[config.mk]
export PLATFORM = sky130hd
export DESIGN_NAME = uart_tx_fifo_drain
export DESIGN_NICKNAME = d
export VERILOG_FILES = /design/src/rtl/uart_tx_fifo_drain.sv
export SDC_FILE = /design/constraint.sdc
export NUM_CORES = 1
export LEC_CHECK = 0
export ABC_CLOCK_PERIOD_IN_PS = 3100
export BUFFER_PORTS_ARGS = -buffer_cell sky130_fd_sc_hd__buf_2
export CAP_MARGIN = 20
export CORE_ASPECT_RATIO = 0.9
export CORE_UTILIZATION = 40
export DETAILED_ROUTE_END_ITERATION = 8
export PLACE_DENSITY_LB_ADDON = 0.2
export RECOVER_POWER = 50
export SLEW_MARGIN = 30
export SYNTH_ARGS = -nofsm -noshare
export SYNTH_HDL_FRONTEND = slang
export SYNTH_SLANG_ARGS = --single-unit
[constraint.sdc]
create_clock -name clk -period 3.1 [get_ports clk]
set_clock_uncertainty 0.15 [all_clocks]
set_input_delay 0.775 -clock clk [delete_from_list [all_inputs] [get_ports clk]]
set_output_delay 0.775 -clock clk [all_outputs]
set_load 0.02 [all_outputs]
[src/rtl/uart_tx_fifo_drain.sv]
// uart_tx_fifo_drain: drains a show-ahead byte FIFO onto an 8N1 UART line with optional parity
module uart_tx_fifo_drain #(
  parameter int CLK_FREQ   = 100_000_000,
  parameter int BAUD       = 115_200,
  parameter int DATA_WIDTH = 8,
  parameter int PARITY     = 0,
  parameter int STOP_BITS  = 1
) (
  input  logic                  clk,
  input  logic                  rst,
  input  logic                  fifo_empty,
  input  logic [DATA_WIDTH-1:0] fifo_rdata,
  output logic                  fifo_ren,
  output logic                  tx,
  output logic                  busy,
  output logic                  frame_done
);
  localparam int CPB = CLK_FREQ / BAUD;
  localparam int CW  = CPB > 1 ? $clog2(CPB) : 1;
  localparam int BW  = $clog2(DATA_WIDTH + 1);
  if (CPB < 2) begin : g_bad_baud
    $error("CLK_FREQ/BAUD must be at least 2");
  end
  if (PARITY < 0 || PARITY > 2) begin : g_bad_parity
    $error("PARITY must be 0, 1 or 2");
  end
  if (STOP_BITS < 1 || STOP_BITS > 2) begin : g_bad_stop
    $error("STOP_BITS must be 1 or 2");
  end
  typedef enum logic [2:0] {IDLE, START, DATA, PAR, STOP} state_t;
  state_t                state;
  logic [CW-1:0]         cnt;
  logic [BW-1:0]         idx;
  logic [DATA_WIDTH-1:0] sh, sh_nxt;
  logic                  par, bit_end;
  assign bit_end    = cnt == CW'(CPB - 1);
  assign sh_nxt     = sh >> 1;
  assign fifo_ren   = state == IDLE && !fifo_empty && !rst;
  assign busy       = state != IDLE;
  assign frame_done = state == STOP && bit_end && idx == BW'(STOP_BITS - 1);
  // idx counts data bits in DATA and stop bits in STOP
  always_ff @(posedge clk) begin
    if (rst) begin
      state <= IDLE;
      tx    <= 1'b1;
      cnt   <= '0;
      idx   <= '0;
      sh    <= '0;
      par   <= 1'b0;
    end else begin
      cnt <= (state == IDLE || bit_end) ? '0 : cnt + 1'b1;
      case (state)
        IDLE: if (fifo_ren) begin
          sh    <= fifo_rdata;
          par   <= ^fifo_rdata ^ (PARITY == 2);
          idx   <= '0;
          tx    <= 1'b0;
          state <= START;
        end
        START: if (bit_end) begin
          tx    <= sh[0];
          state <= DATA;
        end
        DATA: if (bit_end) begin
          if (idx == BW'(DATA_WIDTH - 1)) begin
            idx   <= '0;
            tx    <= PARITY != 0 ? par : 1'b1;
            state <= PARITY != 0 ? PAR : STOP;
          end else begin
            idx <= idx + 1'b1;
            sh  <= sh_nxt;
            tx  <= sh_nxt[0];
          end
        end
        PAR: if (bit_end) begin
          tx    <= 1'b1;
          state <= STOP;
        end
        STOP: if (bit_end) begin
          idx   <= frame_done ? '0 : idx + 1'b1;
          state <= frame_done ? IDLE : STOP;
        end
        default: state <= IDLE;
      endcase
    end
  end
endmodule

==> results.toml, run 1 <==
[detailed_routing]
drcViolationCount = 0
wl_um = 2670
routedWlPerCell_um = 12.1
via_count = 1116
ant_nets = 0
dr.first_iter.drc_count = 51
viasPerCell = 5.07
dr.pass1.iters = 4

[synthesis]
synthesis.area_mm2 = 0.00137
synth_cell_types = 39
yosysTopAreaCell = "dfxtp_1"
avgSynthCellArea_um2 = 8.32
synth_common_cells = "31 x nand2_1, 30 x nor2_1, 26 x dfxtp_1"
synth_enable_flop_cells = 0
async_flop_share = 0
synth_nets = 179
synth_seq_area_share = 0.379
synthCells = 165
synthFlopType = "dfxtp_1"
ys_warn_count = 0
yosys.cell_count.top_type = "nand2_1"
ys_ff_latch = 26
synthTopCellsByArea = "dfxtp_1 38%, nand2_1 8.5%, nor2_1 8.2%"
synth_top_cell_area_share = 0.379

[placed_design]
port_buffers = 14
dpl-instance-area_mm2 = 0.00147
dp.cells = 216
hpwl_um = 1870
gp_congestion = 0.745

[global_routing]
antenna_found_initial = 0
grt_pass1_wl_um = 4780
grtUsageTotal = 0.171
grt_max_degree = 19
grt_pass1_vias = 1070
grt_overflow_total = 0

[setup_path]
cpMaxStageDelayCell = "or3b_1"
timing.critical_path.fanout_max = 4
critPathKind = "reg2out"
cp_cell_sequence = "ha_1, or3b_1, or3_1, nor3_1, buf_2"
path_buf_inv = 1
startpoint = "cnt[0]"
cp-end-kind = "output port"
cp.arrival_ps = 1980
cp.required_ps = 2170
crit_family = "simple AND/OR/NAND/NOR gates"
r2r-start = "cnt[0]"
critPathMaxStageDelay_ps = 390
cp-start-kind = "flip-flop"

[final_layout]
drive_gt1_frac = 0.146
area_growth_pct = 10.0
fillers = 304
fin_area_mm2 = 0.00151
finalNonFillerCells = 220
nets = 193
n_antenna_cell = 0

[cts]
clk_pin_slew_ps = 90
cts_tree = "done"
cts.sinks = 26
cts.repair.resized = 0
holdBufCountCts = 0
htreeDepth = 1
cts-buffers-inserted = 3
root_buffer = "clkbuf_8"
clk_path_buf_depth = 2
clk_latency_ps = 280
postCtsSetupBuffers = 0

[power]
p_leak_nw = 0.596
p_sw_mw = 0.151
pwr-share-comb = 0.095
pwr_density_cell_mw_per_mm2 = 419
p_clk_frac = 0.350
vdd_ir_drop_max_mv = 0.231
p_int_mw = 0.482
swShare = 0.238
p_seq_frac = 0.555

[sta]
setup_viol = 0
layout_worst_path_cycle_share = 0.936
timing.fmax_ghz = 0.345
max_slew_margin = 0.438
drv_slew = 0
fin_setup_tns_ps = 0
period_needed_ps = 2900
worstMarginPinSlew_ps = 837
rsz0062_at_grt = "false"
hold_violations = 0

[hold_path]
holdCritStartpoint = "sh[7]"
hold_class = "reg2reg"

[die]
die_w_um = 63.7
die-area_mm2 = 0.00367
start_util = 0.434
row_count = 19
die_y_um = 57.6
core_mm2 = 0.00316
ios = 15

[run]
cap_violations = 0

[run_status]
status = "completed"
==> power groups by stage <==
stage,sequential [mW],clock [mW],combinational (mW)
floorplan,0.356,0,0.0463
global placement,0.358,0,0.0594
detailed placement,0.359,0,0.0607
CTS,0.351,0.237,0.0610
global route,0.353,0.249,0.0667
finish,0.351,0.222,0.0600
==> path summary, 6_finish.rpt <==
| path | cells past startpoint | slack [ps] | endpoint |
|---|---|---|---|
| worst max-delay path | 5 | 200 | frame_done |
| worst min-delay path | 2 | 310 | sh[7] |
| worst max register to register | 6 | 650 | sh[6] |
| worst min register to register | 2 | 310 | sh[7] |
==> through the flow <==
stage	power (mW)	util	hold WS (ps)	worst slack (ps)
finish	0.633	0.478	314	199
global route	0.668	0.478	357	44.6
CTS	0.649	0.482	313	158
detailed placement	0.420	0.465	299	482
global placement	0.418	0.465	292	516
floorplan	0.402	-	280	273
==> layout make-up <==
cell class | instances | area (um^2) | share of cell area
clock buffers | 4 | 55.1 | 0.0365
well taps | 42 | 52.6 | 0.0348
multi-input cells | 127 | 783 | 0.519
repair buffers | 16 | 80.1 | 0.0530
inverters | 5 | 18.8 | 0.0124
flip-flops and latches | 26 | 520 | 0.345
==> cells by family (layout without fill, tap and decap cells) <==
| group | count (synthesis) | after routing | synth area share |
|---|---|---|---|
| AO/OA/AOI/OAI | 20 | 20 | 0.117 |
| adder cells (fa/ha/maj) | 3 | 3 | 0.0274 |
| flip-flops | 26 | 26 | 0.379 |
| buffers and inverters | 12 | 25 | 0.0438 |
| XOR/XNOR | 9 | 9 | 0.0574 |
| multiplexers | 7 | 7 | 0.0511 |
| AND/OR/NAND/NOR | 88 | 88 | 0.325 |
==> tightest hold or removal path, cell delays in order (launching register included) <==
cell and delay (ps):
dfxtp_1 320, nand2_1 50, a21oi_1 50
==> state kept, by name (all words and copies together), names as in the netlist <==
name	flops
state	3
idx	4
sh	8
tx	1
cnt	10
==> placed cells by master, fill, tap and decap left out, types with 4 or more instances in the layout <==
master,instances
nand2_1,31
nor2_1,30
xnor2_1,6
buf_2,13
dfxtp_1,26
clkbuf_8,4
o21ai_0,4
inv_1,5
nor3_1,4
mux2i_1,7
nand3_1,7
a21oi_1,5
==> metal layers <==
| metal | part of all wire | wire, um | track usage |
|---|---|---|---|
| met2 | 0.44 | 1170 | 0.272 |
| met5 | 0 | 0 | 0 |
| met3 | 0.036 | 97 | 0.0440 |
| met1 | 0.50 | 1340 | 0.213 |
| met4 | 0.021 | 57 | 0.0877 |
Power figures use the tool's default switching activity.
==> run 2: changes to the inputs <==
CORE_UTILIZATION = 49   (was 40)
==> run 2 against run 1 <==
The run now ends with design-rule violations left; worst setup slack worse by 43 ps; final area down 0.83%; clock-buffer cell count down 1; combinational power down 2%; critical path depth unchanged; sequential share of layout area up 0.37 points; flip-flop and latch count unchanged; non-clock buffer count unchanged; total power up 1.7%; core utilization up 11 points.
==> results.toml, run 2 (synthesis results as in run 1) <==
[hold_path]
hold_path_depth = 1
holdCritStartpoint = "cnt[0]"
hold_class = "reg2reg"

[die]
start_util = 0.538
ios = 15
die-area_mm2 = 0.00302
row_count = 17
core_mm2 = 0.00255
die_y_um = 52.2
die_w_um = 57.8

[setup_path]
cp_cell_sequence = "ha_2, or3b_1, or3_1, nor3_1, buf_2"
r2r-start = "cnt[1]"
critPathKind = "reg2out"
cp-end-kind = "output port"
startpoint = "cnt[1]"
cpMaxStageDelayCell = "or3b_1"
critPathMaxStageDelay_ps = 390
ff2ff_path_depth = 6
cp.arrival_ps = 2020
path_buf_inv = 1
crit_family = "simple AND/OR/NAND/NOR gates"
cp-start-kind = "flip-flop"
timing.critical_path.fanout_max = 3
cp.required_ps = 2170
crit_cells = 5

[cts]
cts.sinks = 26
cts.repair.resized = 0
clk_latency_ps = 320
htreeDepth = 1
postCtsSetupBuffers = 0
cts-buffers-inserted = 3
root_buffer = "clkbuf_4"
clk_pin_slew_ps = 140
clk_path_buf_depth = 2
holdBufCountCts = 0
cts_tree = "done"

[power]
p_sw_mw = 0.144
p_clk_frac = 0.361
swShare = 0.224
power.total_mw = 0.644
p_seq_frac = 0.547
pwr-share-comb = 0.092
pwr_density_cell_mw_per_mm2 = 430
p_int_mw = 0.500
p_leak_nw = 0.596
vdd_ir_drop_max_mv = 0.239

[final_layout]
regArea_um2 = 522
area_growth_pct = 9.12
regMostFlops = "cnt"
largest_reg_flops = 10
drive_gt1_frac = 0.163
fillers = 237
layout_commonest_cell = "nand2_1"
nets = 193
most-common-layout-cells = "31 x nand2_1, 30 x nor2_1, 25 x dfxtp_1"
largest_registers = "cnt x10, sh x8, idx x4"
finalNonFillerCells = 206
multi_input_area_um2 = 786
n_antenna_cell = 0

[sta]
period_needed_ps = 2940
setup_ws_ps = 157
fin_setup_tns_ps = 0
drv_slew = 0
worstMarginPinSlew_ps = 826
max_slew_margin = 0.445
hold_violations = 0
layout_worst_path_cycle_share = 0.950
rsz0062_at_grt = "false"
setup_viol = 0
timing.fmax_ghz = 0.340

[global_routing]
grtUsageTotal = 0.200
grt_pass1_vias = 1140
antenna_found_initial = 0
grt_overflow_total = 0
grt_pass1_wl_um = 4580
grt_max_degree = 19

[placed_design]
hpwl_um = 1940
dp.cells = 202
place_ws_ps = 469
port_buffers = 14
gp_congestion = 0.790

[run]
cap_violations = 0

[run_status]
status = "finished, violations left"
violations = "design-rule violations"

[detailed_routing]
dr.first_iter.drc_count = 45
via_count = 1138
routedWlPerCell_um = 12.5
dr.pass1.iters = 6
viasPerCell = 5.52
wl_um = 2570
drcViolationCount = 1
ant_nets = 0
[run 2: cell types whose count changed in the layout (fill, tap and decap cells not counted), sizes merged]
cell | before | now
buf | 14 | 15
clkbuf | 6 | 4
bufinv | 0 | 1
[run 2: path summary, 6_finish.rpt]
path | end | slack, ps
worst min register to register | cnt[0] | 300
worst max-delay path | frame_done | 160
worst min-delay path | cnt[0] | 300
worst max register to register | idx[2] | 690
[run 2: worst register-to-register path: cells and delay by family (launching register included)]
kind | cells | cell delay, ps
DFF | 1 | 380
adders and majority gates | 1 | 210
AOI/OAI and AO/OA | 3 | 570
and+or+nand+nor | 2 | 1040
[run 2: stage by stage]
stage	hold WS [ps]	utilization	area (um^2)
2_1_floorplan	280	-	1370
3_3_place_gp	295	0.569	1450
3_5_place_dp	296	0.569	1450
4_1_cts	318	0.589	1500
5_1_grt	323	0.587	1500
6_report	298	0.587	1500
[run 2: power groups by stage]
stage | Clock (mW) | Sequential [mW] | Combinational (mW)
4_1_cts | 0.239 | 0.352 | 0.0606
6_report | 0.233 | 0.352 | 0.0591
5_1_grt | 0.252 | 0.354 | 0.0668
3_5_place_dp | 0 | 0.359 | 0.0603
3_3_place_gp | 0 | 0.358 | 0.0590
2_1_floorplan | 0 | 0.356 | 0.0463
[run 2: cell type report]
class / count / area share
multi-input combinational: 127 / 0.525
timing repair buffer: 16 / 0.0560
sequential: 26 / 0.348
inverter: 5 / 0.0125
clock inverter: 1 / 0.0201
tap: 28 / 0.0234
clock buffer: 3 / 0.0150
[run 2: routing by layer]
metal  global-route usage  vias to the layer above  part of all wire
li1                     -                      584                 -
met1                0.244                      534              0.50
met2                0.347                       18              0.45
met3               0.0519                        2             0.041
met4               0.0675                        0            0.0066
met5                    0                        -                 0
==> run 3: changes to the inputs <==
--- a/config.mk
+++ b/config.mk
@@ -12,4 +12,5 @@
 export CORE_UTILIZATION = 49
 export DETAILED_ROUTE_END_ITERATION = 8
+export GPL_TIMING_DRIVEN = 0
 export PLACE_DENSITY_LB_ADDON = 0.2
 export RECOVER_POWER = 50
--- a/constraint.sdc
+++ b/constraint.sdc
@@ -3,3 +3,3 @@
 set_input_delay 0.775 -clock clk [delete_from_list [all_inputs] [get_ports clk]]
 set_output_delay 0.775 -clock clk [all_outputs]
-set_load 0.02 [all_outputs]
+set_load 0.05 [all_outputs]
==> run 3 against run 2 <==
The flow now finishes without violations; sequential power is essentially flat; non-clock buffer count grew 5; hold slack gained 21 ps; register-to-register slack gained 30 ps; final area grew 2.7%.
==> results.toml, run 3 (synthesis results as in run 1) <==
[setup_path]
cp.required_ps = 2170
regToRegSetupSlack_ps = 720
cp.arrival_ps = 2080
startpoint = "cnt[0]"
cp-start-kind = "flip-flop"
timing.critical_path.fanout_max = 6
cp_cell_sequence = "ha_4, or3b_4, or3_1, buf_6, nor3_4, buf_6"
cpMaxStageDelayCell = "dfxtp_4"
crit_path_end = "frame_done"
cp-end-kind = "output port"
ff2ff_path_depth = 6
timing.rr.end = "sh[5]"
critPathMaxStageDelay_ps = 400
r2r-start = "cnt[0]"
timing.critical_path.mode_cell = "buf_6"
critPathKind = "reg2out"

[cts]
clk_path_buf_depth = 2
root_buffer = "clkbuf_4"
cts_tree = "done"
htreeDepth = 1
clk_pin_slew_ps = 130
holdBufCountCts = 0
cts-buffers-inserted = 3
cts.sinks = 26
clk_latency_ps = 320

[detailed_routing]
dr.first_iter.drc_count = 56
met2_length_um = 1310
highest_layer = "met4"
wl_met3_um = 102
via_count = 1150
wl_um = 2650
m1WireLength_um = 1210
ant_nets = 0
viasPerCell = 5.45
dr.pass1.iters = 4
routedWlPerCell_um = 12.5
drcViolationCount = 0

[final_layout]
regMostFlops = "cnt"
multi_input_area_um2 = 803
most-common-layout-cells = "31 x nand2_1, 30 x nor2_1, 24 x dfxtp_1"
regArea_um2 = 526
drive_gt1_frac = 0.186
largest_registers = "cnt x10, sh x8, idx x4"
fillers = 256
fin_area_mm2 = 0.00154
largest_reg_flops = 10
n_antenna_cell = 0
finalNonFillerCells = 211
area_growth_pct = 12.0
layout_commonest_cell = "nand2_1"
final_util = 0.602
nets = 198

[die]
die-area_mm2 = 0.00302
die_y_um = 52.2
row_count = 17
start_util = 0.538
ios = 15
core_mm2 = 0.00255
die_w_um = 57.8

[run_status]
status = "completed"

[placed_design]
gp_congestion = 0.884
dpl-instance-area_mm2 = 0.00148
place_ws_ps = 248
port_buffers = 13
dp.cells = 206
hpwl_um = 1900

[sta]
fin_setup_tns_ps = 0
rsz0062_at_grt = "false"
timing.fmax_ghz = 0.333
setup_viol = 0
layout_worst_path_cycle_share = 0.969
drv_slew = 0
setup_ws_ps = 96.3
worstMarginPinSlew_ps = 865
max_slew_margin = 0.419
hold_violations = 0
finalHoldWorstSlack_ps = 319
period_needed_ps = 3000

[global_routing]
antenna_found_initial = 0
grtUsageTotal = 0.205
grt_overflow_total = 0
grt_pass1_vias = 1101
grt_pass1_wl_um = 4750
grt_max_degree = 15

[power]
p_leak_nw = 0.613
vdd_ir_drop_max_mv = 0.239
pwr_density_cell_mw_per_mm2 = 385
power.total_mw = 0.593

[run]
cap_violations = 0

[hold_path]
hold_class = "reg2reg"
[run 3: cell count changes in the layout (fill, tap and decap cells not counted), sizes merged]
cell | before | now
bufinv | 1 | 0
buf | 15 | 18
clkbuf | 4 | 7
[run 3: how the worst min path moves through the flow]
stage | startpoint | end | slack, ps | cells past startpoint
after floorplan | cnt[0] | cnt[0] | 280 | 1
final | sh[7] | sh[7] | 320 | 2
after global routing | sh[7] | sh[7] | 350 | 2
after CTS | cnt[0] | cnt[0] | 300 | 1
after detailed placement | sh[7] | sh[7] | 300 | 2
after global placement | sh[7] | sh[7] | 290 | 2
[run 3: where the power goes]
part           internal [mW]  switching, mW  total (mW)
Sequential             0.343        0.00565       0.349
Combinational         0.0272         0.0460      0.0731
Clock                 0.0719         0.0987       0.171
[run 3: what timing repair did]
action | in CTS | in global routing
endpoints found under the hold margin | 0 | 0
buffers inserted | 0 | 1
resized for setup | 6 | 3
endpoints found under the setup margin | 1 | 1
[run 3: worst max-delay path, delay by kind of cell, from the launching register on]
family	cells	cell delay, ps
fa+ha+maj	1	150
buf+inv	2	330
flops	1	400
simple gates	3	890
[run 3: routing by layer]
layer | track usage | up-vias
li1 | - | 594
met1 | 0.260 | 534
met2 | 0.355 | 20
met3 | 0.0519 | 2
met4 | 0.0437 | 0
met5 | 0 | -
[run 3: layout make-up]
type,count,area share
Buffer,7,0.0269
Clock buffer,4,0.0236
Inverter,5,0.0122
Multi-Input combinational cell,127,0.522
Sequential cell,26,0.342
Tap cell,28,0.0228
Timing Repair Buffer,14,0.0504
